<file path="config.mk">
export PLATFORM = sky130hd
export DESIGN_NAME = pwm_capture
export DESIGN_NICKNAME = d
export VERILOG_FILES = /design/src/rtl/pwm_pkg.sv /design/src/rtl/pwm_duty_div.sv /design/src/rtl/pwm_capture.sv
export SDC_FILE = /design/constraint.sdc
export NUM_CORES = 1
export LEC_CHECK = 0
export CAP_MARGIN = 20
export CORE_MARGIN = 2
export CORE_UTILIZATION = 60
export CTS_CLUSTER_SIZE = 40
export DETAILED_ROUTE_END_ITERATION = 12
export DONT_BUFFER_PORTS = 1
export PLACE_DENSITY_LB_ADDON = 0.08
export SYNTH_ARGS = -nofsm -noshare
export SYNTH_HDL_FRONTEND = slang
export SYNTH_SLANG_ARGS = --single-unit
</file>
<file path="constraint.sdc">
create_clock -name clk -period 4.6 [get_ports clk]
set_input_delay 0.92 -clock clk [delete_from_list [all_inputs] [get_ports clk]]
set_output_delay 0.92 -clock clk [all_outputs]
set_load 0.02 [all_outputs]
</file>
<file path="src/rtl/pwm_pkg.sv">
// Shared definitions for the PWM capture block.
//   DUTY_W    : width of the duty-cycle percentage (0..100 fits in 7 bits)
//   PCT_SCALE : percentage scale applied to high time before dividing
//   DIV_STEPS : quotient bits produced by the serial divider, one per cycle
//   state_t   : capture FSM states
package pwm_pkg;
  localparam int DUTY_W    = 7;
  localparam int PCT_SCALE = 100;
  localparam int DIV_STEPS = 7;

  typedef enum logic [1:0] {
    IDLE,
    MEASURE,
    DIVIDE
  } state_t;
endpackage

</file>
<file path="src/rtl/pwm_duty_div.sv">
// Serial restoring divider: quotient = floor(numerator*100 / denominator).
// One quotient bit per cycle, MSB (bit DIV_STEPS-1) first.
// Ports:
//   clk, reset  : clock, synchronous active-high reset
//   start       : load operands (one cycle); iterations follow on the next cycles
//   numerator   : high time (must be <= denominator so the quotient fits 7 bits)
//   denominator : period, never zero
//   quotient    : result, meaningful only while done is high
//   done        : high during the cycle of the final iteration
module pwm_duty_div
  import pwm_pkg::*;
#(
  parameter int CNT_W = 16
) (
  input  logic              clk,
  input  logic              reset,
  input  logic              start,
  input  logic [CNT_W-1:0]  numerator,
  input  logic [CNT_W-1:0]  denominator,
  output logic [DUTY_W-1:0] quotient,
  output logic              done
);
  // Room for numerator*100 and for denominator shifted by up to 6.
  localparam int RW = CNT_W + DUTY_W;

  logic [RW-1:0]     rem;
  logic [RW-1:0]     den;
  logic [RW-1:0]     trial;
  logic [DUTY_W-1:0] q;
  logic [2:0]        step;
  logic              busy;
  logic              take;

  // Compare against the divisor aligned to the current quotient bit instead
  // of shifting the dividend; the quotient never exceeds 100 so 7 bits cover it.
  assign trial    = den << step;
  assign take     = (rem >= trial);
  assign done     = busy && (step == '0);
  // Bit 0 is decided in the done cycle itself, so fold it in combinationally.
  assign quotient = q | {{(DUTY_W-1){1'b0}}, take & done};

  always_ff @(posedge clk) begin
    if (reset) begin
      rem  <= '0;
      den  <= '0;
      q    <= '0;
      step <= '0;
      busy <= 1'b0;
    end else if (start) begin
      rem  <= RW'(numerator) * RW'(PCT_SCALE);
      den  <= RW'(denominator);
      q    <= '0;
      step <= 3'(DIV_STEPS - 1);
      busy <= 1'b1;
    end else if (busy) begin
      if (take) rem <= rem - trial;
      q[step] <= take;
      if (step == '0) busy <= 1'b0;
      else            step <= step - 3'd1;
    end
  end
endmodule

</file>
<file path="src/rtl/pwm_capture.sv">
// PWM capture: measures period and high time of an asynchronous PWM input
// and reports the duty cycle in integer percent.
// Optional build macro: PWM_CAPTURE_GLITCH_FILTER_EN -- the internal level only
// follows the synchronized input after it has held a new value for 3 cycles.
// Ports:
//   clk, reset : clock, synchronous active-high reset
//   pwm_in     : asynchronous PWM input
//   period     : last measured period in clk cycles (rise to rise)
//   high_time  : cycles high within that period
//   duty_pct   : floor(high_time*100/period), 0..100
//   valid      : one-cycle pulse when period/high_time/duty_pct update
//   stuck      : set when no rise is seen for TIMEOUT cycles, cleared on a rise
//   overrun    : sticky, set when a period closes while the divider is busy
module pwm_capture
  import pwm_pkg::*;
#(
  parameter int CNT_W   = 16,
  parameter int TIMEOUT = 4096
) (
  input  logic              clk,
  input  logic              reset,
  input  logic              pwm_in,
  output logic [CNT_W-1:0]  period,
  output logic [CNT_W-1:0]  high_time,
  output logic [DUTY_W-1:0] duty_pct,
  output logic              valid,
  output logic              stuck,
  output logic              overrun
);
  localparam logic [CNT_W-1:0] CNT_MAX = '1;
  localparam logic [CNT_W-1:0] TMO_CNT = CNT_W'(TIMEOUT);

  function automatic logic [CNT_W-1:0] sat_inc(input logic [CNT_W-1:0] v);
    return (v == CNT_MAX) ? v : v + 1'b1;
  endfunction

  state_t            state, state_next;
  logic              s1, s2, s3;
  logic              level, rise;
  logic [CNT_W-1:0]  per_cnt, hi_cnt;
  logic [CNT_W-1:0]  meas_per, meas_hi;
  logic              start, tmo, done;
  logic [DUTY_W-1:0] quotient;

`ifdef PWM_CAPTURE_GLITCH_FILTER_EN
  logic [1:0] hist;
  logic       lvl;

  // lvl moves only when the last three synced samples agree.
  always_ff @(posedge clk) begin
    if (reset) begin
      s1   <= 1'b0;
      s2   <= 1'b0;
      hist <= '0;
      lvl  <= 1'b0;
      s3   <= 1'b0;
    end else begin
      s1   <= pwm_in;
      s2   <= s1;
      hist <= {hist[0], s2};
      if ({hist, s2} == 3'b111)      lvl <= 1'b1;
      else if ({hist, s2} == 3'b000) lvl <= 1'b0;
      s3   <= lvl;
    end
  end

  assign level = lvl;
  assign rise  = lvl & ~s3;
`else
  always_ff @(posedge clk) begin
    if (reset) begin
      s1 <= 1'b0;
      s2 <= 1'b0;
      s3 <= 1'b0;
    end else begin
      s1 <= pwm_in;
      s2 <= s1;
      s3 <= s2;
    end
  end

  assign level = s2;
  assign rise  = s2 & ~s3;
`endif

  always_ff @(posedge clk) begin
    if (reset) state <= IDLE;
    else       state <= state_next;
  end

  always_comb begin
    state_next = state;
    start      = 1'b0;
    tmo        = 1'b0;
    unique case (state)
      IDLE:    if (rise) state_next = MEASURE;
      MEASURE: begin
        if (rise) begin
          start      = 1'b1;
          state_next = DIVIDE;
        end else if (per_cnt >= TMO_CNT) begin
          tmo        = 1'b1;
          state_next = IDLE;
        end
      end
      DIVIDE:  if (done) state_next = MEASURE;
      default: state_next = IDLE;
    endcase
  end

  pwm_duty_div #(.CNT_W(CNT_W)) u_div (
    .clk         (clk),
    .reset       (reset),
    .start       (start),
    .numerator   (hi_cnt),
    .denominator (per_cnt),
    .quotient    (quotient),
    .done        (done)
  );

  always_ff @(posedge clk) begin
    if (reset) begin
      per_cnt   <= '0;
      hi_cnt    <= '0;
      meas_per  <= '0;
      meas_hi   <= '0;
      period    <= '0;
      high_time <= '0;
      duty_pct  <= '0;
      valid     <= 1'b0;
      stuck     <= 1'b0;
      overrun   <= 1'b0;
    end else begin
      valid <= 1'b0;
      // The rise cycle itself counts as the first (high) cycle of the period.
      if (rise) begin
        per_cnt <= CNT_W'(1);
        hi_cnt  <= CNT_W'(1);
        stuck   <= 1'b0;
      end else if (state != IDLE) begin
        per_cnt <= sat_inc(per_cnt);
        if (level) hi_cnt <= sat_inc(hi_cnt);
      end
      // A period closing while the divider is busy is lost.
      if (rise && state == DIVIDE) overrun <= 1'b1;
      if (start) begin
        meas_per <= per_cnt;
        meas_hi  <= hi_cnt;
      end
      if (done) begin
        period    <= meas_per;
        high_time <= meas_hi;
        duty_pct  <= (quotient > DUTY_W'(PCT_SCALE)) ? DUTY_W'(PCT_SCALE) : quotient;
        valid     <= 1'b1;
      end
      if (tmo) begin
        period    <= '0;
        high_time <= '0;
        duty_pct  <= level ? DUTY_W'(PCT_SCALE) : '0;
        valid     <= 1'b1;
        stuck     <= 1'b1;
      end
    end
  end
endmodule

</file>
==> out/qor.tcl <==
set qor(avgSynthCellArea_um2) 8.020
set qor(hold_viol_final) 0
set qor(result_of_the_run) {finished clean}
set qor(area_delta_synth_final_pct) 7.501
set qor(dpl_worst_slack_ns) 0.6144
set qor(global_route.overflow_total) 0
set qor(maximum_number_of_pins_on_one_net_before_global_route_repair) 71
set qor(number_of_top_level_pins) 45
set qor(cts-buffers-inserted) 17
set qor(slew_viol_final) 0
set qor(clkLatencyLatePin_ns) 0.42
set qor(syn_inst) 1094
set qor(post-place-cells) 1234
set qor(worst_ep_required_time_ns) 4.85
set qor(fin_tns_setup_ns) 0
set qor(arrival_ns) 4.35
set qor(initialDrtViolationCount) 650
set qor(clk_transition_reported_paths_ns) 0.07
set qor(synth_common_cells) {nand2_1 (187), dfxtp_1 (145), a21oi_1 (132)}
set qor(synth_area_leaders) {dfxtp_1 (33%), ha_1 (11%), nand2_1 (8.0%), a21oi_1 (7.5%), nor2_1 (4.0%)}
set qor(tightest_slew_ns) 0.9652
set qor(row_count) 44
set qor(fin_cells) 1266
set qor(chipWidth_um) 124.9
set qor(cap_violations) 0
set qor(pwr-share-comb_pct) 5.5
set qor(synth-async-reset-ratio_pct) 0
set qor(critPathCaptureType) {register}
set qor(final_layout_size_suffix_gt1_share_pct) 5.453
set qor(numClockSinks) 145
set qor(fillCellCount) 1236
set qor(tritoncts) {built}
set qor(synth-seq-area-share_pct) 33.09
set qor(clock_power_share_pct) 48.7
set qor(cts_max_path_buffers) 2
set qor(synth.largest_area_cell) {dfxtp_1}
set qor(postCtsResizedCells) 0
set qor(post_synth_edffs) 0
set qor(cp-start-kind) {register}
set qor(routed-via-count) 7244
set qor(mappedNetlistNets) 1189
set qor(cell_area_power_density_nw_per_um2) 293.9
set qor(timing.final.crit_share_pct) 89.06
set qor(final-seq-area_um2) 2903
set qor(gp_routability_congestion) 0.9318
set qor(ctsRootBufferMaster) {clkbuf_16}
set qor(area_of_the_multi_input_gates_um2) 5363
set qor(layout_min_cycle_time_ns) 4.097
set qor(sequentialPowerShare_pct) 45.8
set qor(max_freq_mhz) 244.1
set qor(routedWlPerCell_um) 16.41
set qor(area_of_the_die_um2) 15610
set qor(vdd.ir_drop.worst_uv) 335.9
set qor(synth_top_area_share_pct) 33.09
set qor(ys_types) 62
set qor(first_global_vias) 6695
set qor(synth_ff_type) {dfxtp_1}
set qor(cts_max_level) 4
set qor(wl_um) 20780
set qor(critical_path_peak_fanout) 28
set qor(synth_most_common_cell) {nand2_1}
set qor(synth.cell_area_um2) 8773
set qor(final_critical_path_setup_slack_ns) 0.5033
set qor(detailed_place_hpwl_um) 14990
set qor(yosys_warnings) 0
set qor(final.hold.worst_slack_ns) 0.4479
set qor(p_leak_nw) 3.894
set qor(ant_nets) 0
set qor(fin_util_pct) 65.39
set qor(io_buffer_count) 0
set qor(clock-skew-final_ns) 0.01130
set qor(setup_violations) 0
set qor(n_antenna_cell) 0
set qor(via_per_inst) 5.722
set qor(timing.slew.headroom_pct) 35.50
set qor(synth.ff_latch_count) 145
set qor(worst_hold_path_type) {register to register}
set qor(core_um2) 14420
set qor(cts.hold.buffers_added) 0
set qor(drt_drc_violations_left) 0
set qor(internal_power_mw) 2.055
set qor(switching_power_mw) 0.7168
set qor(setup_buffers_after_cts) 0
set qor(crit_type) {register to register}
set qor(rsz0062_at_grt) {false}
set qor(drt_pass1_iterations) 7
set qor(first_pass_grt_wire_length_um) 33930
set qor(track_usage_pct) 26.73
set qor(final_net_count) 1164
set qor(power_switching_share_pct) 25.86
set qor(grt_antenna_before_repair) 0
set qor(die_ht_um) 124.9
set qor(initial_standard_cell_utilization_of_the_core_pct) 60.83
[layout by cell type (no fill, tap or decap), types with 5 or more instances in the layout]
cell and instances:
nand2_1 187, dfxtp_1 145, a21oi_1 132, nor2_1 92
ha_1 80, inv_1 72, mux2i_1 32, xnor2_1 31
xor2_1 27, o21ai_0 23, a211oi_1 20, nor3_1 19
nand3_1 19, clkbuf_16 17, nand2b_1 12, nand4_1 12
a21o_1 12, fa_1 12, buf_4 11, nor2b_1 10
a31oi_1 10, a221oi_1 8, o21bai_1 7, and2_1 6
and3_1 6, or3_1 6, mux2_2 5, o211ai_1 5
[power by group through the flow]
| stage | combinational [mW] | sequential (mW) | clock, mW |
|---|---|---|---|
| CTS | 0.150 | 1.27 | 1.37 |
| global placement | 0.151 | 1.30 | 0 |
| floorplan | 0.127 | 1.29 | 0 |
| finish | 0.153 | 1.27 | 1.35 |
| detailed placement | 0.148 | 1.30 | 0 |
| global route | 0.169 | 1.27 | 1.43 |
[stage by stage]
step           cell area [µm²]  power [mW]
2_1_floorplan             8773       1.422
3_3_place_gp              8848       1.448
3_5_place_dp              8848       1.445
4_1_cts                   9432       2.786
5_1_grt                   9432       2.864
6_report                  9432       2.772
[critical path: stages, from the launching register on]
cell      delay (ns)
dfxtp_1         0.54
buf_4           0.28
mux2i_1         0.25
a21oi_1         0.12
mux2i_1         0.26
ha_1            0.37
a21oi_2         0.18
o21ai_1         0.14
or3_1           0.41
a311oi_2        0.28
o21ai_2         0.20
nand2_1         0.16
buf_4           0.30
nor2_1          0.08
a211oi_1        0.26
a211oi_1        0.08
[worst paths after layout]
path,slack (ns),start,endpoint,cells past startpoint
worst max-delay path,0.50,u_div.step[0]$_SDFFE_PP0P_,u_div.rem[8]$_SDFFE_PP0P_,15
worst max register to register,0.50,u_div.step[0]$_SDFFE_PP0P_,u_div.rem[8]$_SDFFE_PP0P_,15
worst min-delay path,0.45,s1$_SDFF_PP0_,level$_SDFF_PP0_,1
worst min register to register,0.45,s1$_SDFF_PP0_,level$_SDFF_PP0_,1
[layout make-up]
class,instances,area share (%)
multi-input combinational,822,56.86
sequential,145,30.78
clock buffer,18,4.656
inverter,72,2.865
tap,184,2.441
clock inverter,14,1.526
timing repair buffer,11,0.8756
[flip-flops by register name, summed over array words and instances, names as in the netlist, 2 cells and up]
name and flops:
duty_pct 7, hi_cnt 16, high_time 16, meas_hi 16
per_cnt 16, period 16, state 2, u_div.den 16
u_div.q 7, u_div.rem 23, u_div.step 3
[routing by layer]
metal	vias to the layer above	global-route usage, %	share of wire (%)
li1	3702	-	-
met1	3338	38.43	49
met2	177	41.31	45
met3	27	4.553	4.3
met4	0	8.366	1.7
met5	-	0	0
[cell families after synthesis]
logic type / synth area share, %
simple gates: 18.81
compound gates: 17.44
buf+inv: 5.876
fa+ha+maj: 14.15
xor+xnor: 5.790
mux: 4.849
flops: 33.09
No activity file was read; power rests on OpenSTA's default activity.
